`src/rtl/lsu_port_arbiter.sv`:
```
// Two-port (core/host) arbiter in front of a single non-pipelined LSU port.
// One access is in flight at a time; grants are issued only from IDLE.
module lsu_port_arbiter #(
  parameter int unsigned HOST_MAX_BURST = 8
) (
  input  logic        clk_i,
  input  logic        rst_n_i,
  input  logic        core_req_i,
  input  logic        core_we_i,
  input  logic [31:0] core_addr_i,
  input  logic [31:0] core_wdata_i,
  input  logic [3:0]  core_bmask_i,
  input  logic        core_signed_i,
  input  logic        host_req_i,
  input  logic        host_we_i,
  input  logic [31:0] host_addr_i,
  input  logic [31:0] host_wdata_i,
  input  logic [3:0]  host_bmask_i,
  input  logic        host_signed_i,
  input  logic        host_lock_i,
  output logic        core_gnt_o,
  output logic        host_gnt_o,
  output logic        core_rvalid_o,
  output logic        host_rvalid_o,
  output logic [31:0] rdata_o,
  output logic        err_o,
  output logic [31:0] lsu_addr_o,
  output logic [31:0] lsu_wr_data_o,
  output logic [3:0]  lsu_bytemask_o,
  output logic        lsu_signed_o,
  output logic        lsu_write_o,
  output logic        lsu_read_o,
  input  logic [31:0] load_rdata_i,
  input  logic        illegal_access_i,
  output logic [1:0]  dbg_state_o
);

  typedef enum logic [1:0] {IDLE = 2'd0, ACC = 2'd1, HOLD = 2'd2, RESP = 2'd3} state_t;

  localparam logic [3:0] MAX_B = 4'(HOST_MAX_BURST);

  state_t      r_state;
  logic        r_owner_host;
  logic        r_last_host;
  logic [3:0]  r_burst_cnt;
  logic        r_we;
  logic [31:0] r_addr;
  logic [31:0] r_wdata;
  logic [3:0]  r_bmask;
  logic        r_signed;
  logic        r_err;
  logic [31:0] r_rdata;
  logic        r_rvalid_core;
  logic        r_rvalid_host;

  logic w_pick_host;
  logic w_accept;
  logic w_active;

  // Burst limit beats the lock; lock beats round-robin.
  always_comb begin
    w_pick_host = 1'b0;
    if (host_req_i && !core_req_i) begin
      w_pick_host = 1'b1;
    end else if (host_req_i && core_req_i) begin
      if (r_burst_cnt == MAX_B) w_pick_host = 1'b0;
      else if (host_lock_i)     w_pick_host = 1'b1;
      else                      w_pick_host = !r_last_host;
    end
  end

  // Gating with rst_n_i keeps grants low while reset is asserted.
  assign w_accept   = rst_n_i && (r_state == IDLE) && (core_req_i || host_req_i);
  assign core_gnt_o = w_accept && !w_pick_host;
  assign host_gnt_o = w_accept && w_pick_host;

  always_ff @(posedge clk_i or negedge rst_n_i) begin
    if (!rst_n_i) begin
      r_state       <= IDLE;
      r_owner_host  <= 1'b0;
      r_last_host   <= 1'b1;
      r_burst_cnt   <= 4'd0;
      r_we          <= 1'b0;
      r_addr        <= 32'd0;
      r_wdata       <= 32'd0;
      r_bmask       <= 4'd0;
      r_signed      <= 1'b0;
      r_err         <= 1'b0;
      r_rdata       <= 32'd0;
      r_rvalid_core <= 1'b0;
      r_rvalid_host <= 1'b0;
    end else begin
      r_rvalid_core <= 1'b0;
      r_rvalid_host <= 1'b0;
      case (r_state)
        IDLE: begin
          if (w_accept) begin
            r_owner_host <= w_pick_host;
            r_last_host  <= w_pick_host;
            r_we         <= w_pick_host ? host_we_i     : core_we_i;
            r_addr       <= w_pick_host ? host_addr_i   : core_addr_i;
            r_wdata      <= w_pick_host ? host_wdata_i  : core_wdata_i;
            r_bmask      <= w_pick_host ? host_bmask_i  : core_bmask_i;
            r_signed     <= w_pick_host ? host_signed_i : core_signed_i;
            if (!w_pick_host)
              r_burst_cnt <= 4'd0;
            else if (core_req_i && (r_burst_cnt < MAX_B))
              r_burst_cnt <= r_burst_cnt + 4'd1;
            r_state <= ACC;
          end
        end
        ACC: begin
          r_err   <= illegal_access_i;
          r_state <= HOLD;
        end
        HOLD: r_state <= r_we ? IDLE : RESP;
        RESP: begin
          r_rdata       <= load_rdata_i;
          r_rvalid_core <= !r_owner_host;
          r_rvalid_host <= r_owner_host;
          r_state       <= IDLE;
        end
        default: r_state <= IDLE;
      endcase
    end
  end

  assign w_active       = (r_state == ACC) || (r_state == HOLD);
  assign lsu_addr_o     = w_active ? r_addr  : 32'd0;
  assign lsu_wr_data_o  = w_active ? r_wdata : 32'd0;
  assign lsu_bytemask_o = w_active ? r_bmask : 4'd0;
  assign lsu_signed_o   = w_active && r_signed;
  assign lsu_write_o    = w_active && r_we;
  assign lsu_read_o     = w_active && !r_we;

  assign core_rvalid_o = r_rvalid_core;
  assign host_rvalid_o = r_rvalid_host;
  assign rdata_o       = r_rdata;
  assign err_o         = r_err;
  assign dbg_state_o   = r_state;

endmodule
```
`config.mk`:
```
export PLATFORM = sky130hd
export DESIGN_NAME = lsu_port_arbiter
export DESIGN_NICKNAME = d
export VERILOG_FILES = /design/src/rtl/lsu_port_arbiter.sv
export SDC_FILE = /design/constraint.sdc
export NUM_CORES = 1
export LEC_CHECK = 0
export ABC_AREA = 0
export CORE_AREA = 2 2 137 139
export CTS_BUF_LIST = sky130_fd_sc_hd__clkbuf_4 sky130_fd_sc_hd__clkbuf_8 sky130_fd_sc_hd__clkbuf_16
export DETAILED_ROUTE_END_ITERATION = 6
export DIE_AREA = 0 0 139 141
export PLACE_DENSITY = 0.71
export SLEW_MARGIN = 30
export SYNTH_ARGS = -nofsm -noshare
export SYNTH_HDL_FRONTEND = slang
export SYNTH_SLANG_ARGS = --single-unit
```
`constraint.sdc`:
```
create_clock -name clk_i -period 2.95 [get_ports clk_i]
set_clock_uncertainty 0.1 [all_clocks]
set_input_delay 0.4425 -clock clk_i [delete_from_list [all_inputs] [get_ports clk_i]]
set_output_delay 0.4425 -clock clk_i [all_outputs]
set_load 0.05 [all_outputs]
```
==> run_results.csv, run 1 <==
group,metric,value,unit
routing,viasPerCell,4.76,
timing,rsz0062_at_grt,"no",
critical_path,start_kind,"register",
die,die_x,139,um
critical_path,r2r_cells,6,
power_and_ir_drop,pwr-share-seq,0.200,
clock_tree,clkTransAtPathRegs,0.05,ns
placement,hpwl,12100,um
clock_tree,cts_hold_buf,0,
clock_tree,cts_resized,0,
timing,setup_slack,0.296,ns
timing,tns,0,ns
critical_path,crit_family,"compound AO/OA/AOI/OAI gates",
placement,pre_cts_ws,0.405,ns
clock_tree,cts.path.max_buffers,2,
logic_synthesis,synth_edf_count,0,
critical_path,end_kind,"primary output",
critical_path,crit_fanout,7,
logic_synthesis,synth-seq-cells,113,
critical_path,r2r_slack,0.74,ns
logic_synthesis,synth_cells,437,
timing,period_minus_slack,2.65,ns
power_and_ir_drop,clkPwrFrac,0.151,
power_and_ir_drop,ir_drop,0.752,mV
clock_tree,worstSkewPairLatency,0.41,ns
timing,timing.final.hold_violations,0,
finish,area_growth,82.8,%
timing,slew_violations,0,
grt,grt_pass1_wl,26800,um
hold_path,min_path_type,"input port to asynchronous set/reset pin",
clock_tree,post-cts-setup-buffers,0,
clock_tree,cts_buffers,17,
power_and_ir_drop,switching_share,0.435,
routing,drtPass1Iterations,4,
die,core,18300,um^2
logic_synthesis,synth_cell_types,36,
routing,drt-total-wl,16900,um
timing,min_period_over_period,0.900,
critical_path,cp.arrival,2.11,ns
logic_synthesis,syn_avg_cell_area,12.2,um^2
logic_synthesis,async_flop_share,1.00,
critical_path,slowest_delay,0.54,ns
finish,final_nets,904,
placement,dpl-instance-area,9180,um^2
routing,vias,4595,
flow_run,max-cap-violations,0,
timing,setup_violations,0,
critical_path,cp.depth,5,
logic_synthesis,syn_area,5330,um^2
finish,design_area,9750,um^2
clock_tree,cts_sinks,113,
power_and_ir_drop,switching_power,5800,uW
power_and_ir_drop,p_leak,0.00410,uW
logic_synthesis,yosys_most_used_dff,"dfrtp_1",
critical_path,critPathKind,"register to primary output",
placement,place.gp.congestion,0.778,
outcome,status,"finished, final reports clean",
finish,diodes,0,
critical_path,cp_num_buf_inv,2,
critical_path,cp.required,2.41,ns
grt,grt_pass1_vias,4845,
grt,groute.usage.overall,0.175,
clock_tree,htreeDepth,4,
die,row_count,50,
critical_path,crit_chain,"inv_1, ha_2, nand3_2, a311oi_4, buf_12",
logic_synthesis,ys_seq_area_frac,0.531,
critical_path,r2r-start,"dbg_state_o[1]",
power_and_ir_drop,power_density,1370,nW/um^2
finish,layout-drive-gt1-share,0.211,
critical_path,slowest_stage,"a311oi_4",
timing,tightest_slew,0.858,ns
die,start_util,0.292,
timing,max_freq,377,MHz
timing,max_slew_margin,0.428,
power_and_ir_drop,p_int,7530,uW
routing,wire_per_inst,17.5,um
die,dieArea,19600,um^2
critical_path,reg2reg_to,"r_addr[16]",
logic_synthesis,ys_warn_count,0,
clock_tree,cts_tree,"built",
die,fp.dieH,141,um
logic_synthesis,syn_nets,622,
clock_tree,cts_root_buf,"clkbuf_16",
grt,grt_max_degree,76,
routing,drc,0,
grt,overflow,0,
placement,numPortBuffers,287,
grt,grt_antenna_before_repair,0,
routing,drtAntennaViolNets,0,
power_and_ir_drop,power_frac_comb,0.649,
routing,drtIter0Drc,261,
die,io_pins,288,
[layout by cell type (no fill, tap or decap), types with 2 or more instances in the layout]
master           Yosys  routed
bufinv_16            0       2
dfrtp_1            112     112
a41oi_1              2       2
a221o_1             70      70
o22ai_1              2       2
and2_1             140     140
buf_4                1       7
and2_0               2       2
a21o_1               2       2
clkinvlp_4           0       2
nor2b_1              2       2
ha_1                 7       6
clkbuf_8             0       2
clkdlybuf4s50_1      0     213
mux2_2              33      33
inv_1                8       8
clkbuf_16            0      17
buf_12               0      77
nand2b_1             3       3
clkinv_2             0       6
[cell type report]
class / instances / area, um^2
fillers: 1569 / 8520
repair buffers: 297 / 3730
flip-flops and latches: 113 / 2830
multi-input cells: 282 / 2300
clock buffers: 20 / 460
well taps: 234 / 293
clock inverters: 11 / 114
inverters: 8 / 30.0
[state kept, by name, summed over array words and instances (netlist names)]
register and flops:
r_burst_cnt 4, r_signed 1, r_we 1, r_last_host 1, host_rvalid_o 1, r_bmask 4
err_o 1, rdata_o 32, r_owner_host 1, r_addr 32, r_wdata 32, core_rvalid_o 1
dbg_state_o 2
[synth_stat cells, drive strengths merged (3+ instances only)]
cell type    n  area share
a221o       70        0.13
and2       142        0.17
buf         11       0.019
clkbuf      23       0.016
dfrtp      112        0.53
ha           7       0.016
inv          8      0.0056
mux2        33       0.070
nand2b       3      0.0035
[logic make-up (layout without fill, tap and decap cells)]
kind of cell / count (synthesis) / after routing / synth area share
mux: 34 / 34 / 0.0716
simple gates: 157 / 157 / 0.186
flops: 113 / 113 / 0.531
buf+inv: 42 / 336 / 0.0408
fa+ha+maj: 7 / 7 / 0.0164
compound gates: 84 / 84 / 0.155
[worst max path at each step]
stage	end	from	slack [ns]
after floorplan	lsu_read_o	dbg_state_o[0]	0.43
after global placement	host_gnt_o	host_req_i	0.43
after detailed placement	host_gnt_o	host_req_i	0.41
after CTS	host_gnt_o	dbg_state_o[1]	0.25
after global routing	host_gnt_o	dbg_state_o[1]	0.15
final	host_gnt_o	dbg_state_o[1]	0.30
[power groups by stage]
| stage | logic (uW) | registers (uW) | clock network, uW |
|---|---|---|---|
| 2_1_floorplan | 3960 | 3480 | 0 |
| 3_3_place_gp | 8660 | 2660 | 0 |
| 3_5_place_dp | 8740 | 2680 | 0 |
| 4_1_cts | 8750 | 2670 | 2070 |
| 5_1_grt | 9050 | 2770 | 2150 |
| 6_report | 8650 | 2670 | 2020 |
[metrics by stage]
stage	power (uW)	hold WS (ns)	util	instances
2_1_floorplan	7430	0.0469	-	437
3_3_place_gp	11300	0.334	0.502	934
3_5_place_dp	11400	0.338	0.502	934
4_1_cts	13500	0.143	0.534	965
5_1_grt	14000	0.180	0.534	965
6_report	13300	0.120	0.534	965
[per-layer routing]
metal | up-vias | global-route usage | wire length [um]
li1 | 2152 | - | -
met1 | 2211 | 0.216 | 7060
met2 | 209 | 0.279 | 7990
met3 | 23 | 0.0734 | 1470
met4 | 0 | 0.0569 | 339
met5 | - | 0 | 0
Power figures use the tool's default switching activity.
==> inputs of run 2 (changes only) <==
Settings changed: CAP_MARGIN set to 20.
==> results of run 2 <==
No change in the layout: final DEF, timing and power equal those of run 1.
